==> src/rtl/gf_pkg.sv <==
// Shared types and field constants for the serial GF(2^M) arithmetic unit.
package gf_pkg;

  typedef enum logic {
    GF_MUL = 1'b0,
    GF_INV = 1'b1
  } gf_op_e;

  typedef enum logic [1:0] {
    IDLE = 2'd0,
    BUSY = 2'd1,
    DONE = 2'd2
  } gf_state_e;

  localparam logic [4:0] GF4_POLY = 5'b10011;
  localparam logic [8:0] GF8_POLY = 9'h11B;

endpackage

==> src/rtl/gf_xtime.sv <==
// Multiply a field element by x, reducing modulo the field polynomial.
module gf_xtime #(
  parameter int unsigned M    = 4,
  parameter logic [M:0]  POLY = 5'b10011
) (
  input  logic [M-1:0] x,
  output logic [M-1:0] y
);

  always_comb begin
    y = {x[M-2:0], 1'b0} ^ (x[M-1] ? POLY[M-1:0] : '0);
  end

endmodule

==> src/rtl/gf_mult_serial.sv <==
// Bit-serial MSB-first GF(2^M) multiplier; inversion runs as a^(2^M-2)
// via repeated square-and-multiply on the same serial datapath.
module gf_mult_serial
  import gf_pkg::*;
#(
  parameter int unsigned M    = 4,
  parameter logic [M:0]  POLY = GF4_POLY
) (
  input  logic         clk,
  input  logic         rst,
  input  logic         in_valid,
  output logic         in_ready,
  input  logic         in_op,
  input  logic [M-1:0] in_a,
  input  logic [M-1:0] in_b,
  output logic         out_valid,
  input  logic         out_ready,
  output logic [M-1:0] out_z
);

  localparam int unsigned BC_W = $clog2(M);
  localparam int unsigned MC_W = $clog2(2 * M);
  localparam int unsigned NMUL = 2 * (M - 1);

  gf_state_e         state_q, state_d;
  gf_op_e            op_q, op_d;
  logic [M-1:0]      a_q, a_d;
  logic [M-1:0]      b_q, b_d;
  logic [M-1:0]      acc_q, acc_d;
  logic [M-1:0]      r_q, r_d;
  logic [M-1:0]      s_q, s_d;
  logic [M-1:0]      z_q, z_d;
  logic [BC_W-1:0]   bit_cnt_q, bit_cnt_d;
  logic [MC_W-1:0]   mul_cnt_q, mul_cnt_d;
  logic              sub_q, sub_d;

  logic [M-1:0]      mx, my, acc_x, step;

  // INV alternates s <- s*s (sub=0) and r <- r*s (sub=1)
  always_comb begin
    if (op_q == GF_MUL) begin
      mx = a_q;
      my = b_q;
    end else begin
      mx = sub_q ? r_q : s_q;
      my = s_q;
    end
  end

  gf_xtime #(
    .M    (M),
    .POLY (POLY)
  ) u_xtime (
    .x (acc_q),
    .y (acc_x)
  );

  always_comb begin
    step = acc_x ^ (my[bit_cnt_q] ? mx : '0);
  end

  always_comb begin
    state_d   = state_q;
    op_d      = op_q;
    a_d       = a_q;
    b_d       = b_q;
    acc_d     = acc_q;
    r_d       = r_q;
    s_d       = s_q;
    z_d       = z_q;
    bit_cnt_d = bit_cnt_q;
    mul_cnt_d = mul_cnt_q;
    sub_d     = sub_q;
    in_ready  = (state_q == IDLE);
    out_valid = (state_q == DONE);

    case (state_q)
      IDLE: begin
        if (in_valid) begin
          op_d      = gf_op_e'(in_op);
          a_d       = in_a;
          b_d       = in_b;
          s_d       = in_a;
          r_d       = M'(1);
          acc_d     = '0;
          bit_cnt_d = BC_W'(M - 1);
          mul_cnt_d = '0;
          sub_d     = 1'b0;
          state_d   = BUSY;
        end
      end
      BUSY: begin
        if (bit_cnt_q != '0) begin
          acc_d     = step;
          bit_cnt_d = bit_cnt_q - 1'b1;
        end else begin
          acc_d     = '0;
          bit_cnt_d = BC_W'(M - 1);
          if (op_q == GF_MUL) begin
            z_d     = step;
            state_d = DONE;
          end else begin
            if (sub_q) r_d = step;
            else       s_d = step;
            sub_d = ~sub_q;
            if (mul_cnt_q == MC_W'(NMUL - 1)) begin
              z_d     = step;
              state_d = DONE;
            end else begin
              mul_cnt_d = mul_cnt_q + 1'b1;
            end
          end
        end
      end
      DONE: begin
        if (out_ready) state_d = IDLE;
      end
      default: state_d = IDLE;
    endcase
  end

  always_ff @(posedge clk) begin
    if (rst) begin
      state_q   <= IDLE;
      op_q      <= GF_MUL;
      a_q       <= '0;
      b_q       <= '0;
      acc_q     <= '0;
      r_q       <= '0;
      s_q       <= '0;
      z_q       <= '0;
      bit_cnt_q <= '0;
      mul_cnt_q <= '0;
      sub_q     <= 1'b0;
    end else begin
      state_q   <= state_d;
      op_q      <= op_d;
      a_q       <= a_d;
      b_q       <= b_d;
      acc_q     <= acc_d;
      r_q       <= r_d;
      s_q       <= s_d;
      z_q       <= z_d;
      bit_cnt_q <= bit_cnt_d;
      mul_cnt_q <= mul_cnt_d;
      sub_q     <= sub_d;
    end
  end

  assign out_z = z_q;

endmodule

==> config.mk <==
export PLATFORM = sky130hd
export DESIGN_NAME = gf_mult_serial
export DESIGN_NICKNAME = d
export VERILOG_FILES = /design/src/rtl/gf_pkg.sv /design/src/rtl/gf_xtime.sv /design/src/rtl/gf_mult_serial.sv
export SDC_FILE = /design/constraint.sdc
export NUM_CORES = 1
export LEC_CHECK = 0
export ABC_AREA = 1
export BUFFER_PORTS_ARGS = -buffer_cell sky130_fd_sc_hd__buf_2
export CAP_MARGIN = 20
export CORE_MARGIN = 2
export CORE_UTILIZATION = 50
export DETAILED_ROUTE_END_ITERATION = 6
export PLACE_DENSITY = 0.82
export REMOVE_ABC_BUFFERS = 1
export SLEW_MARGIN = 20
export SYNTH_ARGS = -nofsm -noshare
export SYNTH_HDL_FRONTEND = slang
export SYNTH_SLANG_ARGS = --single-unit
export TNS_END_PERCENT = 20
==> constraint.sdc <==
create_clock -name clk -period 1.66 [get_ports clk]
set_clock_uncertainty 0.05 [all_clocks]
set_input_delay 0.249 -clock clk [delete_from_list [all_inputs] [get_ports clk]]
set_output_delay 0.249 -clock clk [all_outputs]
set_load 0.005 [all_outputs]
### Word-level counts from Yosys, hierarchy flattened

Index checks and enable logic that the tools add are counted.

| storage, ports and cells | value |
|---|---|
| bits in registers | 33 |
| output and inout bits | 6 |

| operators by class | value |
|---|---|
| add/sub/neg operators | 2 |
| $lt $le $gt $ge | 1 |
| equal/unequal tests | 12 |
| multiplexer cells | 40 |
| bitwise logic cells | 4 |
| reduce and logical (&&, ||, !) cells | 11 |

Operators with widths:

| operator | number |
|---|---|
| 4-bit two-way mux | 16 |
| 4-bit one-hot mux with 2 select lines | 3 |
| 2-bit two-way mux | 8 |
| 5-bit AND reduction | 3 |
| 3-bit two-way mux | 4 |
| 2-bit inequality test, second input constant | 6 |
| 4-bit AND reduction | 2 |
| 4-bit XOR | 2 |
| 2-bit one-hot mux with 3 select lines | 1 |
| 3-bit one-hot mux with 2 select lines | 1 |
| 1-bit two-way mux | 4 |
| 2-bit by 1-bit inequality test with 1-bit output, second input constant | 2 |
| 2-bit one-hot mux with 2 select lines | 1 |
| 2-bit AND reduction | 2 |
| 2-bit nonzero test | 2 |
| 3-bit by 1-bit adder with 3-bit output, second input constant | 1 |
| 3-bit equality test, second input constant | 1 |
| 2-bit by 3-bit < comparator with 1-bit output, second input constant | 1 |
| 3-bit inequality test, second input constant | 1 |
| 3-bit AND reduction | 1 |
| 1-bit binary-select mux with 2-bit select | 1 |
| 2-bit by 1-bit equality test with 1-bit output, second input constant | 1 |
| 2-bit equality test, second input constant | 1 |
| 2-bit logical NOT | 1 |
| other kinds (3) | 4 |

### Logic depth before layout (Yosys ltp)

Gate-level depths: netlist of the first run.

| depth | value |
|---|---|
| depth in word-level cells | 9 |
| depth in mapped cells | 12 |

### Hierarchy

A second synthesis of the first run with hierarchy kept.

| unflattened totals | value |
|---|---|
| cells, all modules | 237 |
| area, all modules | 1,727.9 um2 |

By module, submodules not included:

| module | times used | cells an instance | area each (um2) |
|---|---|---|---|
| gf_mult_serial | 1 | 229 | 1,686.6 |
| gf_xtime | 1 | 8 | 41.3 |

### Worst setup path after synthesis of the first run

OpenSTA, ideal clock, no wires.

| timing path | value |
|---|---|
| path kind | register to register |
| start point | register bit_cnt_q[0] |
| end point | register s_q[3] |
| library setup time | 0.119 ns |
| arrival | 1.256 ns |
| slack | 0.234 ns |
| cell stages (with the launch flop) | 10 |
| clock period less this slack | 1.426 ns |
| path through | dfxtp_1 -> inv_1 -> ha_1 -> nand2_4 -> nand2_4 -> o21ai_4 -> a21oi_2 -> inv_2 -> a21oi_1 -> a21oi_1 |

| on the way | value |
|---|---|
| longest elaborated chain between the ends | 8 |

RTL lines:

| what | RTL line | text |
|---|---|---|
| start, declared | gf_mult_serial.sv:33 | `logic [BC_W-1:0] bit_cnt_q, bit_cnt_d;` |
| start signal, assigned | gf_mult_serial.sv:144 | `bit_cnt_q <= bit_cnt_d;` |
| 1-bit binary-select mux with 2-bit select | gf_mult_serial.sv:59 | `step = acc_x ^ (my[bit_cnt_q] ? mx : '0);` |
| 1-bit two-way mux (not written as such) | gf_mult_serial.sv:59 |  |
| 4-bit two-way mux | gf_mult_serial.sv:59 |  |
| 4-bit XOR | gf_mult_serial.sv:59 |  |
| 4-bit two-way mux | gf_mult_serial.sv:103 | `if (sub_q) r_d = step;` |
| 4-bit two-way mux | gf_mult_serial.sv:99 | `if (op_q == GF_MUL) begin` |
| 4-bit two-way mux | gf_mult_serial.sv:93 | `if (bit_cnt_q != '0) begin` |
| 4-bit one-hot mux with 2 select lines | gf_mult_serial.sv:77 | `case (state_q)` |
| end signal, assigned | gf_mult_serial.sv:130 | `s_q <= '0;` |
| end signal, assigned | gf_mult_serial.sv:142 | `s_q <= s_d;` |
| end, declared | gf_mult_serial.sv:31 | `logic [M-1:0] s_q, s_d;` |

Parallel ways exist; a longest one is shown, timed or not. The select of a mux whose other input is x is not followed.
A chain may end at the register's enable or synchronous reset.

### Worst setup path in the final report of the first run

| timing path | value |
|---|---|
| start point | register bit_cnt_q[0] |
| end point | register s_q[2] |

The elaborated chain is that of the path after synthesis.

==> run summary, run 1 <==
### STA
• setup repair after global routing missed its margin: no
• Rel. slew slack: 0.744
• final number of setup-violating endpoints: 0
• number of max-slew violations in the final report: 0
• Final min period: 1.56 ns
• final worst path period share: 0.942
• Hold Violations, Final: 0
• Achievable Freq: 0.639 GHz
• Least-Margin Pin Slew: 0.383 ns

### Detailed routing
• met2 wire len: 1590 um
• drt initial violations: 76
• average routed wire per standard cell: 12.1 um
• detailed-route DRC error count: 0
• detailed-routing wirelength on met1: 1750 um
• via count: 1532
• vias per inst: 5.16
• DR WL met3: 223 um
• uppermost metal layer occupied by signal nets: met4
• Routed WL: 3600 um
• drt first pass iters: 4
• Antenna Violating Nets Remaining: 0

### Global routing
• global route overflow: 0
• via count of the first global-routing pass: 1290
• initial antenna violation count: 0
• Global Route Usage Sum: 0.210
• largest net degree at the start of global routing: 14
• wire length of the first global-routing pass: 5680 um

### Layout
• final core area utilization: 0.622
• commonest non-fill, non-tap cell in the layout: nand2_1
• number of antenna repair diodes: 0
• ratio of cells with drive above 1 in the final layout: 0.217
• net total in the final layout: 268
• fill count: 281
• area grow syn2layout: 17.9%
• storage element area: 664 um2
• combined area of the multi-input logic cells: 837 um2
• commonest cells after routing, fill and taps aside: nand2_1 (43), dfxtp_1 (30), inv_1 (26)

### Floorplan
• Placement Rows: 20
• total die area: 3720 um2
• Placeable Area: 3080 um2
• Chip Width: 61.0 um
• number of top-level design ports: 19
• vertical die dimension: 61.0 um
• effective utilization at floorplan: 0.528

### Hold path
• min-delay worst type: in -> reg
• Hold Path Depth: 3

### Synth
• share of synthesized area occupied by flip-flops and latches: 0.407
• count of different cell masters after synthesis: 30
• fraction of post-synthesis cell area in the top cell type by area: 0.407
• combined area of all synthesized cells: 1620 um2
• dominant cells by area after synthesis: dfxtp_1 (41%), nand2_1 (9.9%), a21oi_1 (8.0%)
• cells after synthesis: 224
• average cell area after synthesis: 7.25 um2
• library cell occupying the most area in the post-synthesis netlist: dfxtp_1
• number of synthesized flops with an enable pin: 0
• fraction of registers with async set or reset after synthesis: 0
• YS warnings: 0
• synthesized flop and latch total: 33
• top flip-flop cell by instance count after synthesis: dfxtp_1

### Critical path
• CP startpoint kind: flop
• cell type of the slowest stage on the worst timing path: dfxtp_1
• length in cells of the worst reg-to-reg path: 9
• critical path fanouts, max: 5
• CP Cell Sequence: inv_1 -> ha_4 -> nand2_4 -> nand2_4 -> o21ai_4 -> a21oi_4 -> inv_2 -> a21oi_1 -> a21oi_1
• Setup crit end kind: flop
• type of the setup path with the least slack: reg -> reg
• delay of the slowest critical-path stage: 0.35 ns
• Critical Path RT: 1.85 ns
• crit path DAT: 1.76 ns

### CTS
• TritonCTS buffer count: 5
• number of clock sinks: 33
• number of levels the H-tree was split into: 2
• CTS Hold Bufs: 0
• deepest clock path buffer count: 2
• clock latency reported for the late side of the worst-skew pair: 0.35 ns
• master cell of the clock root buffer: clkbuf_4
• clock tree from TritonCTS: yes
• clock transition at the register clock pins on the worst setup and hold paths after CTS: 0.11 ns

### Placed design
• Port Buffers: 18
• final HPWL from detailed placement: 2690 um
• routability congestion estimate from global placement: 0.900

### Power
• leakage power of the design: 0.852 nW
• post-route total power: 2.19 mW
• power density over the cells: 1150 nW/um2
• largest voltage drop on the vdd net: 0.000591 V

### Run status
• result of the run: completed

### Flow run
• max-capacitance violation count: 0

report_power, final:
group / leakage, nW / switching [mW] / internal (mW)
clock: 0.0455 / 0.278 / 0.360
sequential: 0.272 / 0.0710 / 0.889
combinational: 0.534 / 0.376 / 0.218
total: 0.852 / 0.726 / 1.47
registers in the layout (all words and copies together) (netlist names):
register	flops
a_q	4
acc_q	4
b_q	4
bit_cnt_q	2
mul_cnt_q	3
op_q	1
out_z	4
r_q	4
s_q	4
state_q	2
sub_q	1
critical path: cells and delay by family, from the launching register on:
kind / cells / cell delay [ns]
AO/OA/AOI/OAI: 4 / 0.47
buffers and inverters: 2 / 0.24
flip-flops: 1 / 0.35
adder cells (fa/ha/maj): 1 / 0.19
AND/OR/NAND/NOR: 2 / 0.14
timing repair:
action	CTS	global route
gates resized for setup	1	6
gates cloned	0	0
setup buffers	0	0
endpoints found under the setup margin	2	15
cell usage after synthesis (2+ instances only):
| cell | n |
|---|---|
| inv_1 | 26 |
| o21ai_0 | 18 |
| a21oi_2 | 2 |
| dfxtp_1 | 33 |
| nand3_2 | 2 |
| clkbuf_1 | 3 |
| nor2_1 | 18 |
| inv_2 | 2 |
| ha_1 | 3 |
| nor2_2 | 2 |
| a211oi_1 | 2 |
| nand2_4 | 3 |
| o21ai_1 | 4 |
| nand3_1 | 22 |
| nand2_1 | 43 |
| or2_1 | 2 |
| a21oi_1 | 26 |
metal layers:
| layer | track usage | vias to the layer above |
|---|---|---|
| li1 | - | 796 |
| met1 | 0.286 | 686 |
| met2 | 0.300 | 44 |
| met3 | 0.0768 | 6 |
| met4 | 0.0870 | 0 |
| met5 | 0 | - |
through the flow:
stage / worst slack [ns] / instances / hold WS (ns) / setup TNS [ns] / cell area (um2)
after floorplan: 0.174 / 219 / 0.268 / 0 / 1600
after global placement: -0.00926 / 289 / 0.392 / -0.0110 / 1800
after CTS: 0.0199 / 297 / 0.112 / 0 / 1890
after global routing: 0.00168 / 297 / 0.131 / 0 / 1910
after detailed placement: 0.0144 / 289 / 0.393 / 0 / 1800
final: 0.0958 / 297 / 0.113 / 0 / 1910
cells by family (layout without fill, tap and decap cells):
group | count (synthesis) | after routing | share of synthesized area
fa+ha+maj | 3 | 3 | 0.0231
compound gates | 57 | 57 | 0.203
xor+xnor | 1 | 1 | 0.00539
buf+inv | 35 | 64 | 0.0924
simple gates | 95 | 95 | 0.269
flops | 33 | 33 | 0.407
final cells by class:
| cell class | count | area share |
|---|---|---|
| multi-input cells | 156 | 0.437 |
| flip-flops and latches | 33 | 0.347 |
| repair buffers | 26 | 0.0784 |
| inverters | 30 | 0.0641 |
| clock buffers | 7 | 0.0288 |
| well taps | 44 | 0.0288 |
| clock inverters | 1 | 0.0157 |
path summary, 6_finish.rpt:
path	start	endpoint	slack, ns
setup / recovery	bit_cnt_q[0]$_SDFFE_PP0P_	s_q[2]$_SDFFE_PP0P_	0.1
hold / removal	in_b[2]	b_q[2]$_SDFFE_PP0P_	0.11
setup reg to reg	bit_cnt_q[0]$_SDFFE_PP0P_	s_q[2]$_SDFFE_PP0P_	0.1
hold reg to reg	b_q[0]$_SDFFE_PP0P_	b_q[0]$_SDFFE_PP0P_	0.41
Note: power is estimated with default switching activity, not from simulation.
==> run 2: changes to the inputs <==
==> constraint.sdc (replaced) <==
create_clock -name clk -period 2 [get_ports clk]
set_clock_uncertainty 0.05 [all_clocks]
set_input_delay 0.3 -clock clk [delete_from_list [all_inputs] [get_ports clk]]
set_output_delay 0.3 -clock clk [all_outputs]
set_load 0.005 [all_outputs]
==> run 2 against run 1 <==
Compared with the run above: worst hold slack better by 0.035 ns; first-iteration DRC count grew 25%; critical path depth stayed put; sequential cell count unchanged; fmax fell by 13%; register-to-register slack better by 0.11 ns; highest routed layer unchanged.
==> run summary, run 2 (same netlist as run 1, synthesis figures left out) <==
### Run status
• result of the run: completed

### STA
• final worst path period share: 0.899
• Final min period: 1.80 ns
• number of max-slew violations in the final report: 0
• Achievable Freq: 0.556 GHz
• final number of setup-violating endpoints: 0
• Least-Margin Pin Slew: 0.480 ns
• Setup WS post-layout: 0.202 ns
• final setup TNS: 0 ns
• final worst hold slack: 0.149 ns
• setup repair after global routing missed its margin: no
• Hold Violations, Final: 0
• Rel. slew slack: 0.680

### CTS
• number of clock sinks: 33
• CTS resizes: 0
• number of levels the H-tree was split into: 2
• deepest clock path buffer count: 2
• TritonCTS buffer count: 5
• CTS Hold Bufs: 0
• master cell of the clock root buffer: clkbuf_4
• number of setup buffers added after CTS: 0
• clock tree from TritonCTS: yes
• clock latency reported for the late side of the worst-skew pair: 0.35 ns
• clock transition at the register clock pins on the worst setup and hold paths after CTS: 0.09 ns

### Placed design
• worst-case setup slack after placement: 0.269 ns
• Port Buffers: 18
• number of placed instances, taps included: 284
• final HPWL from detailed placement: 2610 um
• routability congestion estimate from global placement: 0.881
• placed standard-cell area: 1760 um2

### Power
• Int Pwr: 1.06 mW
• power density over the cells: 902 nW/um2
• leakage power of the design: 0.810 nW
• Sw Share: 0.353
• clock share of power: 0.234
• combinational share of power: 0.281
• sequential power share: 0.484
• largest voltage drop on the vdd net: 0.000472 V
• reported net switching power: 0.580 mW
• post-route total power: 1.64 mW

### Layout
• total non-filler cell area in the finished layout: 1820 um2
• net total in the final layout: 263
• number of antenna repair diodes: 0
• commonest non-fill, non-tap cell in the layout: nand2_1
• ratio of cells with drive above 1 in the final layout: 0.178
• commonest cells after routing, fill and taps aside: nand2_1 (43), dfxtp_1 (33), inv_1 (26), a21oi_1 (26), nand3_1 (22)
• final core area utilization: 0.591
• filler-free cell count of the finished design: 291
• area grow syn2layout: 12.0%

### Critical path
• cell type of the slowest stage on the worst timing path: dfxtp_1
• critical path fanouts, max: 5
• r2r setup slk: 0.20 ns
• worst reg2reg startpoint: bit_cnt_q[0]$_SDFFE_PP0P_
• crit path DAT: 1.99 ns
• Setup crit end kind: flop
• reg-to-reg endpoint: s_q[3]$_SDFFE_PP0P_
• CP startpoint kind: flop
• delay of the slowest critical-path stage: 0.35 ns
• capture point of the critical path: s_q[3]$_SDFFE_PP0P_
• type of the setup path with the least slack: reg -> reg
• Critical path origin: bit_cnt_q[0]$_SDFFE_PP0P_
• length in cells of the worst reg-to-reg path: 9
• CP Cell Sequence: inv_1 -> ha_1 -> nand2_4 -> nand2_4 -> o21ai_4 -> a21oi_2 -> inv_2 -> a21oi_1 -> a21oi_1
• Critical Path RT: 2.19 ns

### Detailed routing
• average routed wire per standard cell: 12.3 um
• drt initial violations: 95
• detailed-route DRC error count: 0
• via count: 1504
• vias per inst: 5.17
• Antenna Violating Nets Remaining: 0
• drt first pass iters: 4
• Routed WL: 3580 um

### Floorplan
• number of top-level design ports: 19
• Placeable Area: 3080 um2
• Chip Width: 61.0 um
• vertical die dimension: 61.0 um
• effective utilization at floorplan: 0.528
• Placement Rows: 20
• total die area: 3720 um2

### Global routing
• most crowded layer after global routing: met2
• Global Route Usage Sum: 0.229
• via count of the first global-routing pass: 1354
• M2 GR Usage: 0.343
• wire length of the first global-routing pass: 6150 um
• global route overflow: 0
• met3 usage in global routing: 0.0533
• met1 track demand over resource in global routing: 0.311
• initial antenna violation count: 0
• largest net degree at the start of global routing: 19

### Hold path
• min-delay worst type: in -> reg

### Flow run
• max-capacitance violation count: 0

-- run 2: layout make-up --
type                    instances  area [um2]
flip-flops and latches         33         661
inverters                      30         123
clock buffers                   7        55.1
fillers                       307        1260
well taps                      44        55.1
multi-input cells             156         813
repair buffers                 21         113
-- run 2: power groups by stage --
stage	Clock [mW]	Sequential (mW)	Combinational, mW
6_report	0.384	0.795	0.462
5_1_grt	0.420	0.802	0.528
4_1_cts	0.387	0.793	0.459
3_5_place_dp	0	0.807	0.457
3_3_place_gp	0	0.805	0.449
2_1_floorplan	0	0.794	0.338
-- run 2: how the worst min path moves through the flow --
stage,from,depth (start not counted),slack (ns),end
after global routing,in_b[2],3,0.18,b_q[2]$_SDFFE_PP0P_
after floorplan,rst,1,0.32,acc_q[0]$_SDFFE_PP0P_
after global placement,b_q[0]$_SDFFE_PP0P_,2,0.40,b_q[0]$_SDFFE_PP0P_
after detailed placement,out_z[2]$_SDFFE_PP0P_,2,0.40,out_z[2]$_SDFFE_PP0P_
final,in_b[2],3,0.15,b_q[2]$_SDFFE_PP0P_
after CTS,in_b[2],3,0.16,b_q[2]$_SDFFE_PP0P_
-- run 2: layer usage --
layer / part of all wire / routed length, um
met2: 0.41 / 1480
met5: 0 / 0
met4: 0.027 / 95
met3: 0.067 / 239
met1: 0.49 / 1760
-- run 2: worst max-delay path: cells and delay by family, from the launching register on --
kind                     cells  cell delay [ns]
buffers and inverters        2             0.24
flip-flops                   1             0.35
AO/OA/AOI/OAI                4             0.58
adder cells (fa/ha/maj)      1             0.28
AND/OR/NAND/NOR              2             0.17
==> run 3: changes to the inputs <==
--- a/config.mk
+++ b/config.mk
@@ -11,6 +11,7 @@
 export CORE_MARGIN = 2
 export CORE_UTILIZATION = 50
 export DETAILED_ROUTE_END_ITERATION = 6
+export MAX_ROUTING_LAYER = met4
 export PLACE_DENSITY = 0.82
 export REMOVE_ABC_BUFFERS = 1
 export SLEW_MARGIN = 20
==> run 3 against run 2 <==
Compared with the run above: non-clock buffer count did not move; fmax fell by 0.18%; count of clock-buffer cells in the layout did not move; combinational power barely moved; clock power fell by 3%; critical path depth did not move; sequential power barely moved; register-to-register slack barely moved; first-iteration DRC count rose by 37%; global-route usage rose by 0.058 points; power fell by 0.77%.
==> run summary, run 3 (same netlist as run 1, synthesis figures left out) <==
### Run status
• result of the run: completed

### Critical path
• cell class contributing the biggest share of worst-path delay: compound AO/OA/AOI/OAI gates
• Critical Path RT: 2.17 ns
• CP startpoint kind: flop
• length in cells of the worst reg-to-reg path: 9
• number of logic stages on the critical path including buffering: 9
• cell type of the slowest stage on the worst timing path: dfxtp_1
• critical path fanouts, max: 5
• CP Cell Sequence: inv_1 -> ha_1 -> nand2_4 -> nand2_4 -> o21ai_4 -> a21oi_2 -> inv_2 -> a21oi_1 -> a21oi_1
• Setup crit end kind: flop
• type of the setup path with the least slack: reg -> reg
• delay of the slowest critical-path stage: 0.35 ns
• crit path DAT: 1.97 ns
• Critical path buffers and inverters: 2

### Detailed routing
• drt first pass iters: 5
• Routed WL: 3540 um
• detailed-route DRC error count: 0
• average routed wire per standard cell: 12.2 um
• DR WL met3: 245 um
• vias per inst: 5.23
• via count: 1523
• uppermost metal layer occupied by signal nets: met4
• drt initial violations: 130
• detailed-routing wirelength on met1: 1700 um
• met2 wire len: 1550 um
• Antenna Violating Nets Remaining: 0

### STA
• final worst hold slack: 0.168 ns
• number of max-slew violations in the final report: 0
• final number of setup-violating endpoints: 0
• Achievable Freq: 0.555 GHz
• Least-Margin Pin Slew: 0.486 ns
• Rel. slew slack: 0.676
• setup repair after global routing missed its margin: no
• final worst path period share: 0.900
• final setup TNS: 0 ns
• Final min period: 1.80 ns
• Setup WS post-layout: 0.199 ns
• Hold Violations, Final: 0

### Floorplan
• number of top-level design ports: 19
• total die area: 3720 um2
• Placement Rows: 20
• Placeable Area: 3080 um2
• Chip Width: 61.0 um
• effective utilization at floorplan: 0.528
• vertical die dimension: 61.0 um

### Global routing
• global route overflow: 0
• largest net degree at the start of global routing: 19
• initial antenna violation count: 0
• wire length of the first global-routing pass: 6070 um
• Global Route Usage Sum: 0.230
• via count of the first global-routing pass: 1320

### Placed design
• Port Buffers: 18
• worst-case setup slack after placement: 0.271 ns
• final HPWL from detailed placement: 2630 um
• routability congestion estimate from global placement: 0.903

### Layout
• area grow syn2layout: 12.0%
• fill count: 311
• commonest cells after routing, fill and taps aside: nand2_1 (43), dfxtp_1 (33), inv_1 (26), a21oi_1 (26), nand3_1 (22)
• ratio of cells with drive above 1 in the final layout: 0.178
• commonest non-fill, non-tap cell in the layout: nand2_1
• net total in the final layout: 263
• number of antenna repair diodes: 0

### CTS
• number of setup buffers added after CTS: 0
• TritonCTS buffer count: 5
• number of levels the H-tree was split into: 2
• CTS resizes: 0
• deepest clock path buffer count: 2
• clock transition at the register clock pins on the worst setup and hold paths after CTS: 0.09 ns
• clock latency reported for the late side of the worst-skew pair: 0.33 ns
• number of clock sinks: 33
• clock tree from TritonCTS: yes
• CTS Hold Bufs: 0
• master cell of the clock root buffer: clkbuf_4

### Flow run
• max-capacitance violation count: 0

### Power
• power density over the cells: 895 nW/um2
• largest voltage drop on the vdd net: 0.000548 V
• leakage power of the design: 0.810 nW

### Hold path
• min-delay worst type: in -> reg
• Hold Path Depth: 3

[run 3: report_power, final]
group          internal [mW]  switching, mW  leakage (nW)
clock                  0.166          0.207        0.0314
combinational          0.160          0.299         0.508
sequential             0.735         0.0605         0.271
total                   1.06          0.566         0.810
[run 3: metal layers]
metal  GRT usage  vias up
li1            -      783
met5           -        -
met2       0.327       55
met4      0.0652        0
met1       0.326      678
met3      0.0512        7
[run 3: final cells by class]
type | count | area (um2) | share of cell area
inverter | 30 | 123 | 0.0674
tap | 44 | 55.1 | 0.0303
multi-input combinational | 156 | 813 | 0.447
timing repair buffer | 21 | 113 | 0.0619
sequential | 33 | 661 | 0.363
clock buffer | 7 | 55.1 | 0.0303
[run 3: path summary, 6_finish.rpt]
| kind | startpoint | endpoint | slack (ns) |
|---|---|---|---|
| worst min register to register | b_q[0]$_SDFFE_PP0P_ | b_q[0]$_SDFFE_PP0P_ | 0.41 |
| worst min-delay path | in_b[2] | b_q[2]$_SDFFE_PP0P_ | 0.17 |
| worst max-delay path | bit_cnt_q[0]$_SDFFE_PP0P_ | s_q[1]$_SDFFE_PP0P_ | 0.20 |
| worst max register to register | bit_cnt_q[0]$_SDFFE_PP0P_ | s_q[1]$_SDFFE_PP0P_ | 0.20 |
[run 3: through the flow]
stage	power, mW	instances	area [um2]	utilization
after floorplan	1.13	219	1600	-
after global placement	1.25	284	1760	0.573
after detailed placement	1.26	284	1760	0.573
after CTS	1.63	291	1820	0.591
after global routing	1.74	291	1820	0.591
final	1.63	291	1820	0.591
[run 3: worst register-to-register path, stage by stage (launching register included)]
cell and delay [ns]:
dfxtp_1 0.35, inv_1 0.13, ha_1 0.29, nand2_4 0.09, nand2_4 0.08, o21ai_4 0.07, a21oi_2 0.24, inv_2 0.10
a21oi_1 0.19, a21oi_1 0.10
